--- config.mk ---
export PLATFORM = sky130hd
export DESIGN_NAME = sap_memory_unit
export DESIGN_NICKNAME = d
export VERILOG_FILES = /design/src/rtl/sap_memory_unit.sv
export SDC_FILE = /design/constraint.sdc
export NUM_CORES = 1
export LEC_CHECK = 0
export CORE_MARGIN = 2
export CORE_UTILIZATION = 53
export DETAILED_ROUTE_END_ITERATION = 12
export DONT_BUFFER_PORTS = 1
export PLACE_DENSITY = 0.68
export SLEW_MARGIN = 0
export SYNTH_ARGS = -nofsm -noshare
export SYNTH_HDL_FRONTEND = slang
export SYNTH_SLANG_ARGS = --single-unit
--- constraint.sdc ---
create_clock -name clk -period 2.45 [get_ports clk]
set_clock_uncertainty 0.1 [all_clocks]
set_input_delay 0.6125 -clock clk [delete_from_list [all_inputs] [get_ports clk]]
set_output_delay 0.6125 -clock clk [all_outputs]
set_load 0.1 [all_outputs]
--- src/rtl/sap_memory_unit.sv ---
// SAP-1 memory stage: MAR, MDR and RAM, with a zero-latency read path onto the shared bus.
// Define PROG_LOADER_EN to add a streaming program loader that fills RAM while the CPU is held in reset.
module sap_memory_unit #(
  parameter int    ADDR_W    = 4,
  parameter int    DATA_W    = 8,
  parameter string INIT_FILE = ""
) (
  input  logic              clk,
  input  logic              rst_n,
  input  logic [DATA_W-1:0] bus_in,
  input  logic              mar_addr_load_n,
  input  logic              mar_mem_load_n,
  input  logic              ram_en_n,
  input  logic              ram_load_n,
`ifdef PROG_LOADER_EN
  input  logic              prog_valid,
  input  logic [DATA_W-1:0] prog_data,
  output logic              prog_ready,
  output logic              prog_full,
`endif
  output logic [DATA_W-1:0] bus_out,
  output logic              bus_drive,
  output logic [ADDR_W-1:0] mar_q,
  output logic              ctrl_err
);

  localparam int DEPTH = 1 << ADDR_W;

  logic [DATA_W-1:0] mem [DEPTH];
  logic [ADDR_W-1:0] mar;
  logic [DATA_W-1:0] mdr;
  logic              err_q;

  logic              ld_mar;
  logic              ld_mdr;
  logic              rd_en;
  logic              wr_en;
  logic              conflict;

  logic              mem_we;
  logic [ADDR_W-1:0] mem_waddr;
  logic [DATA_W-1:0] mem_wdata;

  // Strobes are meaningless while the CPU is held in reset.
  assign ld_mar   = rst_n & ~mar_addr_load_n;
  assign ld_mdr   = rst_n & ~mar_mem_load_n;
  assign rd_en    = rst_n & ~ram_en_n;
  assign wr_en    = rst_n & ~ram_load_n;
  assign conflict = rd_en & (wr_en | ld_mar | ld_mdr);

  assign bus_drive = rd_en;
  assign bus_out   = rd_en ? mem[mar] : '0;
  assign mar_q     = mar;
  assign ctrl_err  = err_q;

  always_ff @(posedge clk) begin
    if (!rst_n) begin
      mar   <= '0;
      mdr   <= '0;
      err_q <= 1'b0;
    end else begin
      if (ld_mar)   mar   <= bus_in[ADDR_W-1:0];
      if (ld_mdr)   mdr   <= bus_in;
      if (conflict) err_q <= 1'b1;
    end
  end

`ifdef PROG_LOADER_EN
  logic              was_running;
  logic              ptr_clear;
  logic              load_fire;
  logic [ADDR_W-1:0] ptr;
  logic [ADDR_W-1:0] load_addr;

  assign ptr_clear  = ~rst_n & was_running;
  assign prog_ready = ~rst_n & ~prog_full;
  assign load_fire  = prog_valid & prog_ready;
  // A byte accepted on the clearing edge lands at address 0, not the stale pointer.
  assign load_addr  = ptr_clear ? '0 : ptr;

  always_ff @(posedge clk) begin
    was_running <= rst_n;
    if (load_fire) begin
      ptr <= load_addr + 1'b1;
      if (load_addr == {ADDR_W{1'b1}}) prog_full <= 1'b1;
      else if (ptr_clear)              prog_full <= 1'b0;
    end else if (ptr_clear) begin
      ptr       <= '0;
      prog_full <= 1'b0;
    end
  end
`endif

  // Loader writes only in reset and the CPU path only out of reset, so they never collide.
  always_comb begin
    mem_we    = wr_en;
    mem_waddr = mar;
    mem_wdata = mdr;
`ifdef PROG_LOADER_EN
    if (load_fire) begin
      mem_we    = 1'b1;
      mem_waddr = load_addr;
      mem_wdata = prog_data;
    end
`endif
  end

  always_ff @(posedge clk) begin
    if (mem_we) mem[mem_waddr] <= mem_wdata;
  end

endmodule
==> reports/results.ini <==
[outcome]
status=finished, violations left
violations=setup timing

[timing]
fmax_mhz=356
hold_viol=0
slew_headroom_pct=53.4
setup_violations=8
worstMarginPinSlew_ps=697
slew_violations=0
holdWs_ps=110
finalCritPeriodShare_pct=115
setup_ws_ps=-356
fin_crit_ps=2810
rsz0062_at_grt=yes

[final_layout]
diodes=0
drive_gt1_share_pct=32.3
final_cell_mix=edfxtp_1 (128), mux2i_1 (59), buf_4 (35)
area.growth.synth_to_final_pct=26.6
final_common_cell=edfxtp_1
final_nets=404

[clock_network]
holdBufCountCts=0
cts_sinks=145
root_buffer=clkbuf_8
clkTransAtPathRegs_ps=60
cts_tree=done
clockBufferDepth=2
htree_levels=4
numCtsBuffers=17
clk_latency_ps=520

[critical_path]
cp_top_family=buffers and inverters
path_class=register to output pin
cp_num_buf_inv=3
r2r_slack_ps=690
cp_cell_sequence=buf_12, buf_16, mux2i_2, a22oi_1, nand2_1, o21ai_4, buf_12
required_ps=1740
start_kind=register
slowest_delay_ps=360
crit_path_end_kind=output pin
slowest_stage=dfxtp_4
cp_max_fo=8
crit_path_frequent_cell=buf_12
crit_arrival_ps=2090

[global_routing]
grtUsageTotal_pct=23.3
met2_usage_pct=36.6
grt_antenna_before_repair=0
grt_most_used_layer=met2
use_met1_pct=31.1
met3_usage_pct=6.78
grt_pass1_wl_um=18800
grt_pass1_vias=3245
grt_overflow=0
grt_max_degree=18

[floorplanning]
die_y_um=108
start_util_pct=55.0
die_area_um2=11600
coreArea_um2=10400
rows=37
die_x_um=108
ioPinCount=28

[drt]
viasPerCell=5.84
wl_per_cell_um=23.0
ant_nets=0
drc=0
drt_iter0_drc=274
vias=3148
routed_wl_um=12400
drt_first_pass_iters=4

[place]
dp_slack_ps=-95.7
place.gp.congestion=0.753
post-dp-hpwl_um=7550
portBuffers=0

[yosys]
synth_nets=347
synth_seq_cells=145
yosysUniqueCellTypes=27
synthCells=333
synth_seq_area_share_pct=73.3
yosysWarningCount=0
synth_area_per_cell_um2=17.1
synth_area_um2=5710

[hold_path]
hp-class=input pin to register

[run]
max_cap_violations=0

[power]
peakVddDrop_v=0.000515
p_per_area_nw_per_um2=821
p_leak_nw=2.41

## report_power, final
part	total, mW	internal, mW	leakage [nW]	switching [mW]
Clock	2.66	1.73	0.292	0.928
Combinational	0.489	0.199	0.864	0.290
Sequential	2.78	2.73	1.26	0.0546
## worst register-to-register path, delay by kind of cell, from the launching register on
| kind | cells | cell delay (ps) |
|---|---|---|
| and+or+nand+nor | 2 | 490 |
| DFF | 1 | 340 |
| buffers and inverters | 2 | 530 |
## timing repair
item / in CTS / in global routing
gates resized for setup: 34 / 14
setup endpoints to repair: 8 / 8
gates cloned: 1 / 1
hold endpoints to repair: 0 / 0
buffers inserted: 10 / 0
pin swaps: 22 / 3
## stage by stage
step | power (mW) | setup TNS (ps) | utilization (%) | std cells | cell area [um^2]
2_1_floorplan | 3.13 | -2530 | - | 333 | 5830
5_1_grt | 6.08 | -2910 | 69.7 | 539 | 7220
6_report | 5.93 | -2440 | 69.7 | 539 | 7220
3_3_place_gp | 3.25 | -63.8 | 60.7 | 495 | 6290
3_5_place_dp | 3.26 | -530 | 60.7 | 495 | 6290
4_1_cts | 5.93 | -2520 | 68.9 | 538 | 7140
## layout make-up
class	count	area, um^2
Timing Repair Buffer	54	623
Clock inverter	14	194
Fill cell	681	3150
Clock buffer	18	418
Tap cell	136	170
Multi-Input combinational cell	172	1630
Sequential cell	145	4190
## registers in the layout, summed over array words and instances (netlist names), named ones only
register,count
mar_q,4
mem,128
ctrl_err,1
mdr,8
## cell usage after synthesis
cell / instances / share of area, %
nand2_1: 9 / 0.59
edfxtp_1: 128 / 67
buf_2: 6 / 0.53
nor3_1: 4 / 0.35
mux2i_1: 68 / 12
o31ai_1: 2 / 0.26
nor2_1: 16 / 1.1
o21ai_1: 6 / 0.53
clkbuf_1: 2 / 0.13
a22o_1: 2 / 0.31
and2b_1: 1 / 0.13
nand4b_1: 1 / 0.15
o21a_1: 1 / 0.13
or3b_2: 1 / 0.15
or3_1: 1 / 0.11
mux4_2: 3 / 1.2
and2_0: 1 / 0.11
buf_4: 1 / 0.13
nand2b_1: 5 / 0.55
nor2b_1: 15 / 1.6
mux4_1: 1 / 0.46
dfxtp_1: 17 / 6.0
nand3_1: 8 / 0.70
a22oi_1: 26 / 3.4
buf_6: 3 / 0.59
buf_12: 4 / 1.4
a31oi_1: 1 / 0.11
## routing by layer
layer,routed length [um],share of wire [%],vias up
li1,-,-,1423
met1,5020,40,1570
met2,6140,49,136
met3,964,7.8,19
met4,282,2.3,0
met5,0,0,-
## worst paths after layout
kind,start,endpoint,cells past startpoint
worst min register to register,mar_q[1],register,2
worst min-delay path,rst_n,ctrl_err,1
worst max-delay path,register,bus_out[7],7
worst max register to register,mar_q[3],mem[12][5],4
## cells by family after synthesis
kind of cell	count (synthesis)	synth area share (%)
flops	145	73.3
simple gates	62	5.55
buf+inv	16	2.79
mux	72	13.6
compound gates	38	4.76
No activity file was read; power rests on OpenSTA's default activity.
